===== config.mk =====
export PLATFORM = sky130hd
export DESIGN_NAME = de_stage_hz_flat
export DESIGN_NICKNAME = d
export VERILOG_FILES = /design/src/rtl/de_stage_hz_if.sv /design/src/rtl/de_stage_hz.sv /design/src/flat_wrapper.sv
export SDC_FILE = /design/constraint.sdc
export NUM_CORES = 2
export LEC_CHECK = 0
export ABC_AREA = 1
export BUFFER_PORTS_ARGS = -buffer_cell sky130_fd_sc_hd__buf_4
export CAP_MARGIN = 30
export CORE_MARGIN = 5
export CORE_UTILIZATION = 30
export CTS_BUF_LIST = sky130_fd_sc_hd__clkbuf_8
export CTS_CLUSTER_SIZE = 30
export DETAILED_ROUTE_END_ITERATION = 12
export PLACE_DENSITY = 0.57
export SKIP_CTS_REPAIR_TIMING = 1
export SYNTH_ARGS = -nofsm -noshare
export SYNTH_HDL_FRONTEND = slang
export SYNTH_SLANG_ARGS = --single-unit

===== constraint.sdc =====
create_clock -name clk -period 4.9 [get_ports clk]
set_input_delay 1.47 -clock clk [delete_from_list [all_inputs] [get_ports clk]]
set_output_delay 1.47 -clock clk [all_outputs]
set_load 0.01 [all_outputs]

===== src/rtl/de_stage_hz_if.sv =====
// FE/AGEX/MEM/WB facing bundle of the RV32I decode stage and its DE pipeline latch.
// Optional forwarding signals exist only when DE_FWD_EN is defined.
interface de_stage_hz_if #(
  parameter int DBITS     = 32,
  parameter int REGNOBITS = 5
);
  logic                 fe_valid_i;
  logic [31:0]          fe_inst_i;
  logic [DBITS-1:0]     fe_pc_i;
  logic                 de_stall_o;
  logic                 de_flush_i;
  logic                 agex_we_i;
  logic [REGNOBITS-1:0] agex_rd_i;
  logic                 mem_we_i;
  logic [REGNOBITS-1:0] mem_rd_i;
  logic                 wb_we_i;
  logic [REGNOBITS-1:0] wb_rd_i;
  logic [DBITS-1:0]     wb_data_i;
`ifdef DE_FWD_EN
  logic                 agex_fwd_ok_i;
  logic [DBITS-1:0]     agex_fwd_data_i;
  logic [DBITS-1:0]     mem_fwd_data_i;
`endif
  logic                 de_valid_o;
  logic [31:0]          de_inst_o;
  logic [DBITS-1:0]     de_pc_o;
  logic [6:0]           de_op_o;
  logic [2:0]           de_f3_o;
  logic [6:0]           de_f7_o;
  logic [DBITS-1:0]     de_rs1val_o;
  logic [DBITS-1:0]     de_rs2val_o;
  logic [DBITS-1:0]     de_imm_o;
  logic                 de_is_br_o;
  logic                 de_is_jmp_o;
  logic                 de_rd_mem_o;
  logic                 de_wr_mem_o;
  logic                 de_wr_reg_o;
  logic [REGNOBITS-1:0] de_wregno_o;
  logic                 de_illegal_o;

  modport slave (
`ifdef DE_FWD_EN
    input  agex_fwd_ok_i, agex_fwd_data_i, mem_fwd_data_i,
`endif
    input  fe_valid_i, fe_inst_i, fe_pc_i, de_flush_i,
    input  agex_we_i, agex_rd_i, mem_we_i, mem_rd_i,
    input  wb_we_i, wb_rd_i, wb_data_i,
    output de_stall_o,
    output de_valid_o, de_inst_o, de_pc_o, de_op_o, de_f3_o, de_f7_o,
    output de_rs1val_o, de_rs2val_o, de_imm_o,
    output de_is_br_o, de_is_jmp_o, de_rd_mem_o, de_wr_mem_o, de_wr_reg_o,
    output de_wregno_o, de_illegal_o
  );

  modport master (
`ifdef DE_FWD_EN
    output agex_fwd_ok_i, agex_fwd_data_i, mem_fwd_data_i,
`endif
    output fe_valid_i, fe_inst_i, fe_pc_i, de_flush_i,
    output agex_we_i, agex_rd_i, mem_we_i, mem_rd_i,
    output wb_we_i, wb_rd_i, wb_data_i,
    input  de_stall_o,
    input  de_valid_o, de_inst_o, de_pc_o, de_op_o, de_f3_o, de_f7_o,
    input  de_rs1val_o, de_rs2val_o, de_imm_o,
    input  de_is_br_o, de_is_jmp_o, de_rd_mem_o, de_wr_mem_o, de_wr_reg_o,
    input  de_wregno_o, de_illegal_o
  );
endinterface


===== src/rtl/de_stage_hz.sv =====
// RV32I decode stage: decode, register file with WB bypass, RAW hazard stall, DE latch.
// Define DE_FWD_EN to add AGEX/MEM operand forwarding (AGEX stalls only when not ready).
module de_stage_hz #(
  parameter int DBITS     = 32,
  parameter int REGNOBITS = 5
) (
  input  logic        clk,
  input  logic        reset,
  de_stage_hz_if.slave bus
);

  localparam int REGWORDS = 1 << REGNOBITS;

  localparam logic [6:0] OP_LUI    = 7'b0110111;
  localparam logic [6:0] OP_AUIPC  = 7'b0010111;
  localparam logic [6:0] OP_JAL    = 7'b1101111;
  localparam logic [6:0] OP_JALR   = 7'b1100111;
  localparam logic [6:0] OP_BRANCH = 7'b1100011;
  localparam logic [6:0] OP_LOAD   = 7'b0000011;
  localparam logic [6:0] OP_STORE  = 7'b0100011;
  localparam logic [6:0] OP_OPIMM  = 7'b0010011;
  localparam logic [6:0] OP_OP     = 7'b0110011;

  logic [DBITS-1:0]     regs [REGWORDS];

  logic [31:0]          inst;
  logic [6:0]           op;
  logic [REGNOBITS-1:0] rd_idx;
  logic [REGNOBITS-1:0] rs_idx [2];
  logic                 rs_used [2];
  logic [DBITS-1:0]     src_val [2];
  logic                 agex_hit [2];
  logic                 mem_hit [2];

  logic [31:0]          imm32;
  logic [DBITS-1:0]     imm_ext;
  logic                 is_br, is_jmp, rd_mem, wr_mem, wr_reg_raw, wr_reg, illegal;
  logic                 hazard;

  assign inst      = bus.fe_inst_i;
  assign op        = inst[6:0];
  assign rd_idx    = inst[7 +: REGNOBITS];
  assign rs_idx[0] = inst[15 +: REGNOBITS];
  assign rs_idx[1] = inst[20 +: REGNOBITS];

  always_comb begin
    imm32      = '0;
    is_br      = 1'b0;
    is_jmp     = 1'b0;
    rd_mem     = 1'b0;
    wr_mem     = 1'b0;
    wr_reg_raw = 1'b0;
    illegal    = 1'b0;
    rs_used[0] = 1'b0;
    rs_used[1] = 1'b0;
    case (op)
      OP_LUI, OP_AUIPC: begin
        imm32      = {inst[31:12], 12'b0};
        wr_reg_raw = 1'b1;
      end
      OP_JAL: begin
        imm32      = {{11{inst[31]}}, inst[31], inst[19:12], inst[20], inst[30:21], 1'b0};
        is_jmp     = 1'b1;
        wr_reg_raw = 1'b1;
      end
      OP_JALR: begin
        imm32      = {{20{inst[31]}}, inst[31:20]};
        is_jmp     = 1'b1;
        wr_reg_raw = 1'b1;
        rs_used[0] = 1'b1;
      end
      OP_BRANCH: begin
        imm32      = {{19{inst[31]}}, inst[31], inst[7], inst[30:25], inst[11:8], 1'b0};
        is_br      = 1'b1;
        rs_used[0] = 1'b1;
        rs_used[1] = 1'b1;
      end
      OP_LOAD: begin
        imm32      = {{20{inst[31]}}, inst[31:20]};
        rd_mem     = 1'b1;
        wr_reg_raw = 1'b1;
        rs_used[0] = 1'b1;
      end
      OP_STORE: begin
        imm32      = {{20{inst[31]}}, inst[31:25], inst[11:7]};
        wr_mem     = 1'b1;
        rs_used[0] = 1'b1;
        rs_used[1] = 1'b1;
      end
      OP_OPIMM: begin
        imm32      = {{20{inst[31]}}, inst[31:20]};
        wr_reg_raw = 1'b1;
        rs_used[0] = 1'b1;
      end
      OP_OP: begin
        wr_reg_raw = 1'b1;
        rs_used[0] = 1'b1;
        rs_used[1] = 1'b1;
      end
      default: illegal = 1'b1;
    endcase
  end

  assign wr_reg  = wr_reg_raw && (rd_idx != '0);
  assign imm_ext = DBITS'(signed'(imm32));

  // Later overrides win, giving AGEX > MEM > WB > regfile; x0 always reads zero.
  always_comb begin
    for (int k = 0; k < 2; k++) begin
      agex_hit[k] = rs_used[k] && (rs_idx[k] != '0) && bus.agex_we_i && (rs_idx[k] == bus.agex_rd_i);
      mem_hit[k]  = rs_used[k] && (rs_idx[k] != '0) && bus.mem_we_i && (rs_idx[k] == bus.mem_rd_i);
      src_val[k]  = regs[rs_idx[k]];
      if (bus.wb_we_i && (bus.wb_rd_i == rs_idx[k]))
        src_val[k] = bus.wb_data_i;
`ifdef DE_FWD_EN
      if (mem_hit[k])
        src_val[k] = bus.mem_fwd_data_i;
      if (agex_hit[k] && bus.agex_fwd_ok_i)
        src_val[k] = bus.agex_fwd_data_i;
`endif
      if (rs_idx[k] == '0)
        src_val[k] = '0;
    end
  end

`ifdef DE_FWD_EN
  assign hazard = bus.fe_valid_i && ((agex_hit[0] || agex_hit[1]) && !bus.agex_fwd_ok_i);
`else
  assign hazard = bus.fe_valid_i && (agex_hit[0] || agex_hit[1] || mem_hit[0] || mem_hit[1]);
`endif

  // A flush redirects FE anyway, so holding it would only delay the redirect.
  assign bus.de_stall_o = hazard && !bus.de_flush_i;

  always_ff @(posedge clk) begin
    if (reset) begin
      for (int i = 0; i < REGWORDS; i++)
        regs[i] <= '0;
    end else if (bus.wb_we_i && (bus.wb_rd_i != '0)) begin
      regs[bus.wb_rd_i] <= bus.wb_data_i;
    end
  end

  always_ff @(posedge clk) begin
    if (reset || bus.de_flush_i || hazard || !bus.fe_valid_i) begin
      bus.de_valid_o   <= 1'b0;
      bus.de_inst_o    <= '0;
      bus.de_pc_o      <= '0;
      bus.de_op_o      <= '0;
      bus.de_f3_o      <= '0;
      bus.de_f7_o      <= '0;
      bus.de_rs1val_o  <= '0;
      bus.de_rs2val_o  <= '0;
      bus.de_imm_o     <= '0;
      bus.de_is_br_o   <= 1'b0;
      bus.de_is_jmp_o  <= 1'b0;
      bus.de_rd_mem_o  <= 1'b0;
      bus.de_wr_mem_o  <= 1'b0;
      bus.de_wr_reg_o  <= 1'b0;
      bus.de_wregno_o  <= '0;
      bus.de_illegal_o <= 1'b0;
    end else begin
      bus.de_valid_o   <= 1'b1;
      bus.de_inst_o    <= inst;
      bus.de_pc_o      <= bus.fe_pc_i;
      bus.de_op_o      <= op;
      bus.de_f3_o      <= inst[14:12];
      bus.de_f7_o      <= inst[31:25];
      bus.de_rs1val_o  <= src_val[0];
      bus.de_rs2val_o  <= src_val[1];
      bus.de_imm_o     <= imm_ext;
      bus.de_is_br_o   <= is_br;
      bus.de_is_jmp_o  <= is_jmp;
      bus.de_rd_mem_o  <= rd_mem;
      bus.de_wr_mem_o  <= wr_mem;
      bus.de_wr_reg_o  <= wr_reg;
      bus.de_wregno_o  <= wr_reg ? rd_idx : '0;
      bus.de_illegal_o <= illegal;
    end
  end

endmodule

===== src/flat_wrapper.sv =====
// flat-port wrapper written by rule: the top's interface ports become plain ports
module de_stage_hz_flat 
#(
  parameter int DBITS     = 32,
  parameter int REGNOBITS = 5
)
  (clk, reset, bus_fe_valid_i, bus_fe_inst_i, bus_fe_pc_i, bus_de_flush_i, bus_agex_we_i, bus_agex_rd_i, bus_mem_we_i, bus_mem_rd_i, bus_wb_we_i, bus_wb_rd_i, bus_wb_data_i, bus_de_stall_o, bus_de_valid_o, bus_de_inst_o, bus_de_pc_o, bus_de_op_o, bus_de_f3_o, bus_de_f7_o, bus_de_rs1val_o, bus_de_rs2val_o, bus_de_imm_o, bus_de_is_br_o, bus_de_is_jmp_o, bus_de_rd_mem_o, bus_de_wr_mem_o, bus_de_wr_reg_o, bus_de_wregno_o, bus_de_illegal_o);
  de_stage_hz_if #(.DBITS(DBITS), .REGNOBITS(REGNOBITS)) bus_i ();
  input  logic clk;
  input  logic reset;
  input wire logic [$bits(bus_i.fe_valid_i)-1:0] bus_fe_valid_i;
  input wire logic [$bits(bus_i.fe_inst_i)-1:0] bus_fe_inst_i;
  input wire logic [$bits(bus_i.fe_pc_i)-1:0] bus_fe_pc_i;
  input wire logic [$bits(bus_i.de_flush_i)-1:0] bus_de_flush_i;
  input wire logic [$bits(bus_i.agex_we_i)-1:0] bus_agex_we_i;
  input wire logic [$bits(bus_i.agex_rd_i)-1:0] bus_agex_rd_i;
  input wire logic [$bits(bus_i.mem_we_i)-1:0] bus_mem_we_i;
  input wire logic [$bits(bus_i.mem_rd_i)-1:0] bus_mem_rd_i;
  input wire logic [$bits(bus_i.wb_we_i)-1:0] bus_wb_we_i;
  input wire logic [$bits(bus_i.wb_rd_i)-1:0] bus_wb_rd_i;
  input wire logic [$bits(bus_i.wb_data_i)-1:0] bus_wb_data_i;
  output wire logic [$bits(bus_i.de_stall_o)-1:0] bus_de_stall_o;
  output wire logic [$bits(bus_i.de_valid_o)-1:0] bus_de_valid_o;
  output wire logic [$bits(bus_i.de_inst_o)-1:0] bus_de_inst_o;
  output wire logic [$bits(bus_i.de_pc_o)-1:0] bus_de_pc_o;
  output wire logic [$bits(bus_i.de_op_o)-1:0] bus_de_op_o;
  output wire logic [$bits(bus_i.de_f3_o)-1:0] bus_de_f3_o;
  output wire logic [$bits(bus_i.de_f7_o)-1:0] bus_de_f7_o;
  output wire logic [$bits(bus_i.de_rs1val_o)-1:0] bus_de_rs1val_o;
  output wire logic [$bits(bus_i.de_rs2val_o)-1:0] bus_de_rs2val_o;
  output wire logic [$bits(bus_i.de_imm_o)-1:0] bus_de_imm_o;
  output wire logic [$bits(bus_i.de_is_br_o)-1:0] bus_de_is_br_o;
  output wire logic [$bits(bus_i.de_is_jmp_o)-1:0] bus_de_is_jmp_o;
  output wire logic [$bits(bus_i.de_rd_mem_o)-1:0] bus_de_rd_mem_o;
  output wire logic [$bits(bus_i.de_wr_mem_o)-1:0] bus_de_wr_mem_o;
  output wire logic [$bits(bus_i.de_wr_reg_o)-1:0] bus_de_wr_reg_o;
  output wire logic [$bits(bus_i.de_wregno_o)-1:0] bus_de_wregno_o;
  output wire logic [$bits(bus_i.de_illegal_o)-1:0] bus_de_illegal_o;
  assign bus_i.fe_valid_i = bus_fe_valid_i;
  assign bus_i.fe_inst_i = bus_fe_inst_i;
  assign bus_i.fe_pc_i = bus_fe_pc_i;
  assign bus_i.de_flush_i = bus_de_flush_i;
  assign bus_i.agex_we_i = bus_agex_we_i;
  assign bus_i.agex_rd_i = bus_agex_rd_i;
  assign bus_i.mem_we_i = bus_mem_we_i;
  assign bus_i.mem_rd_i = bus_mem_rd_i;
  assign bus_i.wb_we_i = bus_wb_we_i;
  assign bus_i.wb_rd_i = bus_wb_rd_i;
  assign bus_i.wb_data_i = bus_wb_data_i;
  assign bus_de_stall_o = bus_i.de_stall_o;
  assign bus_de_valid_o = bus_i.de_valid_o;
  assign bus_de_inst_o = bus_i.de_inst_o;
  assign bus_de_pc_o = bus_i.de_pc_o;
  assign bus_de_op_o = bus_i.de_op_o;
  assign bus_de_f3_o = bus_i.de_f3_o;
  assign bus_de_f7_o = bus_i.de_f7_o;
  assign bus_de_rs1val_o = bus_i.de_rs1val_o;
  assign bus_de_rs2val_o = bus_i.de_rs2val_o;
  assign bus_de_imm_o = bus_i.de_imm_o;
  assign bus_de_is_br_o = bus_i.de_is_br_o;
  assign bus_de_is_jmp_o = bus_i.de_is_jmp_o;
  assign bus_de_rd_mem_o = bus_i.de_rd_mem_o;
  assign bus_de_wr_mem_o = bus_i.de_wr_mem_o;
  assign bus_de_wr_reg_o = bus_i.de_wr_reg_o;
  assign bus_de_wregno_o = bus_i.de_wregno_o;
  assign bus_de_illegal_o = bus_i.de_illegal_o;
  de_stage_hz #(.DBITS(DBITS), .REGNOBITS(REGNOBITS)) u_core (.clk(clk), .reset(reset), .bus(bus_i));
endmodule

==> Word-level counts from Yosys, hierarchy flattened <==
Memory sizes are Yosys's and may differ from the RTL's. A register that Yosys moved wholly into a read port is not among the register bits.
Index checks and enable logic that the tools add are counted.
{ "op_classes": {"n_bitwise": 1, "n_eq_ne": 13, "muxes": 18, "reduce_logical": 39} }
{ "ops": {"columns": ["cell", "n"], "rows": [
  ["32-bit case mux with 5 select lines", 1],
  ["32-bit two-way mux", 1],
  ["32-bit OR reduction", 1],
  ["7-bit by 6-bit == test with 1-bit output, second input constant", 3],
  ["7-bit == test, second input constant", 3],
  ["5-bit == test", 4],
  ["5-bit nonzero test", 4],
  ["1-bit two-way mux", 15],
  ["7-bit by 5-bit == test with 1-bit output, second input constant", 2],
  ["1-bit logical AND", 14],
  ["5-bit zero test", 2],
  ["2-bit OR reduction", 5],
  ["9-bit OR reduction", 1],
  ["7-bit by 2-bit == test with 1-bit output, second input constant", 1],
  ["7-bit OR reduction", 1],
  ["1-bit logical OR", 6],
  ["3-bit OR reduction", 2],
  ["6-bit OR reduction", 1],
  ["5-bit two-way mux", 1],
  ["1-bit zero test", 2],
  ["1-bit inverter", 1]
]} }
{ "totals": {"mem_bits_rw": 1024, "wordCells": 86, "n_memories": 1, "out_inout_bits": 190, "ff_bits": 125, "inputBits": 118} }
{ "mem_list": {"columns": ["name", "depth", "width", "read_ports", "rd_ports_with_merged_regs", "wr", "line", "source"], "rows": [
  ["u_core.regs", 32, 32, 2, 2, 32, "de_stage_hz.sv:24", "logic [DBITS-1:0] regs [REGWORDS];"]
]} }

==> Depth between registers and ports, before layout <==
{ "depth": {"ltp_word": 13, "mapped_depth": 14, "ltp_nobuf": 12} }

==> Worst setup path before layout <==
No wires, ideal clock.
{ "synth_timing": {"kind": "input to output", "startpoint": "input port bus_fe_inst_i[4]", "endpoint": "output port bus_de_stall_o", "setup_slack_ns": 0.892, "required_time_ns": 3.430, "path_stages": 11, "n_path_buf": 0, "arrival_time_ns": 2.538, "path_cell_list": "inv_1 -> nand2_1 -> nor2_1 -> nand2_1 -> nand2_2 -> nand2_2 -> nand2_1 -> nand3_2 -> nand2_1 -> inv_2 -> nor2_1"} }
{ "synth_between": {"elab_chain_len": 11, "word_cells_on_any_way": 25, "classes_between": "eq/ne: 6; mux: 2; reduce/logical: 17"} }
{ "synth_rtl": {"columns": ["element", "line", "source"], "rows": [
  ["from (decl)", "flat_wrapper.sv:12", "input wire logic [$bits(bus_i.fe_inst_i)-1:0] bus_fe_inst_i;"],
  ["7-bit == test (tied with other cells)", "de_stage_hz.sv:56", "case (op)"],
  ["6-bit OR reduction (no line) / 3-bit OR reduction (equally long branches)", null, null],
  ["1-bit two-way mux", "de_stage_hz.sv:56", null],
  ["1-bit logical AND", "de_stage_hz.sv:110, de_stage_hz.sv:111", null],
  ["1-bit logical AND (2 in a row)", "de_stage_hz.sv:110", "agex_hit[k] = rs_used[k] && (rs_idx[k] != '0) && bus.agex_we_i && (rs_idx[k] == bus.agex_rd_i);"],
  ["1-bit logical OR (2 in a row)", "de_stage_hz.sv:129", "assign hazard = bus.fe_valid_i && (agex_hit[0] || agex_hit[1] || mem_hit[0] || mem_hit[1]);"],
  ["1-bit logical OR (*)", "de_stage_hz.sv:129", null],
  ["1-bit logical AND (*)", "de_stage_hz.sv:129", null],
  ["1-bit logical AND (*)", "de_stage_hz.sv:133", "assign bus.de_stall_o = hazard && !bus.de_flush_i;"],
  ["to (decl)", "flat_wrapper.sv:22", "output wire logic [$bits(bus_i.de_stall_o)-1:0] bus_de_stall_o;"]
]} }
Every way passes the cells marked *; elsewhere a longest branch is shown, timed or not.

==> Worst setup path after layout <==
Same ends and word-level chain as after synthesis.

==> results.cfg <==
[status]
status = finished clean

[timing]
tightest_slew_ns = 1.332
finalCritPeriodShare_pct = 91.45
skew_ns = 0.09246
slew_viol_final = 0
setup_tns_ns = 0
hold_viol_final = 0
timing.slew.headroom_pct = 11.22
fin_crit_ns = 4.481
setup_viol = 0
rsz0062_at_grt = false
max_freq_mhz = 223.2

[yosys]
synth_seq_cells = 1196
synth_top_area_share_pct = 47.42
yosysWarnings = 0
ys_types = 28
synth_cells = 8449
syn_area_sq_um = 64840
yosys-top-cells-area = edfxtp_1 (47%), nand2_1 (13%), nand3_1 (11%), nor2_1 (7.6%), inv_1 (6.0%)
synth.avg_cell_area_sq_um = 7.675
synth_top_area_cell = edfxtp_1
yosysSeqAreaShare_pct = 52.73

[cts]
clk_pin_slew_ns = 0.06
clk_latency_ns = 1.00
cts_root_buf = clkbuf_8
cts_tree = yes
cts_htree_levels = 4
cts_sinks = 1196
cts_made_buffers = 204
clockBufferDepth = 3

[worst_setup_path]
path_max_fanout = 9
start_kind = primary input
worstPathRequired_ns = 3.43
critPathArrivalTime_ns = 3.01
criticalPathCategory = in -> out
cp-end-kind = primary output

[drt]
ant_nets = 0
viasPerCell = 5.281
route.met2.wl_um = 121000
vias = 60890
top_layer_used = met5
met1_length_um = 101700
wl_met3_um = 29290
post_drt_wl_per_cell_um = 23.48
routed_wl_um = 270800
dr.pass1.iters = 9
drt_iter0_markers = 7436
drc_errors = 0

[global_route]
grt_usage_pct = 23.07
grt_pass1_vias = 57030
grt_max_degree = 208
grt_pass1_wl_um = 386200
antenna_found_initial = 10
gr-total-overflow = 0

[placed_design]
place_congestion = 0.8931
dp_hpwl_um = 158100
placed_area_sq_um = 70040
portBuffers = 307

[final_layout]
synthToLayoutAreaGrowth_pct = 14.42
drive_above_1_share_pct = 9.959
final_common_cell = nand2_1
nFillCells = 22250
mostFrequentLayoutCells = nand2_1 (2162), nand3_1 (1457), nor2_1 (1317), inv_1 (1111), edfxtp_1 (1024)
design_area_sq_um = 74190
nets = 8626

[pwr]
vdd_drop_max_v = 0.0002549
powerDensity_nw_per_um2 = 327.7
power_w = 0.02432
p_leak_nw = 33.69

[die]
core-area_sq_um = 214800
die_h_um = 474.9
core.rowCount = 170
dieArea_sq_um = 225500
initial_utilization_pct = 30.18
die_x_um = 474.9
io_pins = 308

[job]
maxCapViolCount = 0

[hold_path]
min_path_type = in -> reg
## area by class of cell
class                      instances  area (sq um)  share of cell area (%)
antenna                            6         15.01                 0.02024
clock buffer                     231          3179                   4.285
clock inverter                   153         898.4                   1.211
inverter                        1048          3974                   5.356
multi-input combinational       5557         23950                   32.27
sequential                      1196         34190                   46.09
tap                             2838          3551                   4.786
timing repair buffer             501          4437                   5.980
## cells in the mapped netlist, drive strengths merged
cell,count
nand2,2204
nand3,1460
nor2,1321
inv,1047
edfxtp,1024
buf,420
clkbuf,259
a21oi,201
dfxtp,172
o211ai,140
o21ai,139
or2,31
nor3,10
nand4,8
xor2,4
a22oi,3
o22ai,2
and2,1
clkinv,1
conb,1
o21bai,1
## flip-flops by register name (all words and copies together), names as in the netlist
register                 cells
u_core.bus.de_op_o           6
u_core.bus.de_f3_o           2
u_core.bus.de_rd_mem_o       1
u_core.bus.de_valid_o        1
u_core.bus.de_is_jmp_o       1
u_core.regs               1024
u_core.bus.de_illegal_o      1
u_core.bus.de_wr_reg_o       1
u_core.bus.de_wr_mem_o       1
u_core.bus.de_f7_o           6
u_core.bus.de_pc_o          32
u_core.bus.de_wregno_o       5
u_core.bus.de_inst_o        18
u_core.bus.de_imm_o         32
u_core.bus.de_is_br_o        1
u_core.bus.de_rs1val_o      32
u_core.bus.de_rs2val_o      32
## per-layer routing
metal,up-vias,global-route usage [%]
met1,28800,28.93
met3,817,4.440
li1,27110,-
met4,4,14.88
met2,4160,36.41
met5,-,0
## final timing paths
| check | start | endpoint | slack [ns] | depth (start not counted) |
|---|---|---|---|---|
| max | bus_fe_inst_i[4] | bus_de_stall_o | 0.42 | 13 |
| max reg2reg | u_core.regs[3][1] | u_core.bus.de_rs2val_o[1] | 2.93 | 10 |
| min | bus_fe_pc_i[18] | u_core.bus.de_pc_o[18] | 0.73 | 3 |
| min reg2reg | u_core.regs[24][10] | u_core.bus.de_rs2val_o[10] | 0.84 | 8 |
## critical path, stage by stage
cell and delay (ns):
buf_4 0.12, inv_1 0.08, nand2_1 0.10, nor2_1 0.15
nand2_1 0.10, nand2_2 0.15, nand2_2 0.19, nand2_1 0.12
nand3_2 0.12, nand2_1 0.09, inv_2 0.07, nor2_1 0.11
buf_4 0.14
## power breakdown
group	total [W]	internal (W)	switching (W)
combinational	0.00343	0.000926	0.00250
clock	0.00915	0.00467	0.00449
sequential	0.0117	0.0115	0.000187
total	0.0243	0.0171	0.00718
## metrics by stage
| step | util, % | hold WS, ns | instances | setup slack, ns |
|---|---|---|---|---|
| 2_1_floorplan | - | 0.7528 | 8480 | 0.8920 |
| 3_3_place_gp | 32.57 | 0.8233 | 11140 | 0.3966 |
| 3_5_place_dp | 32.60 | 0.8356 | 11140 | 0.4382 |
| 4_1_cts | 34.50 | 0.6377 | 11520 | 0.4312 |
| 5_1_grt | 34.54 | 0.6850 | 11530 | 0.2411 |
| 6_report | 34.54 | 0.7257 | 11530 | 0.4189 |
## logic make-up after synthesis
logic type,count (synthesis),synth area share (%)
xor+xnor,4,0.05402
flops,1196,52.73
compound gates,486,4.311
other cells,1,0.005783
buf+inv,1727,10.74
simple gates,5035,32.16
Power figures use the tool's default switching activity.
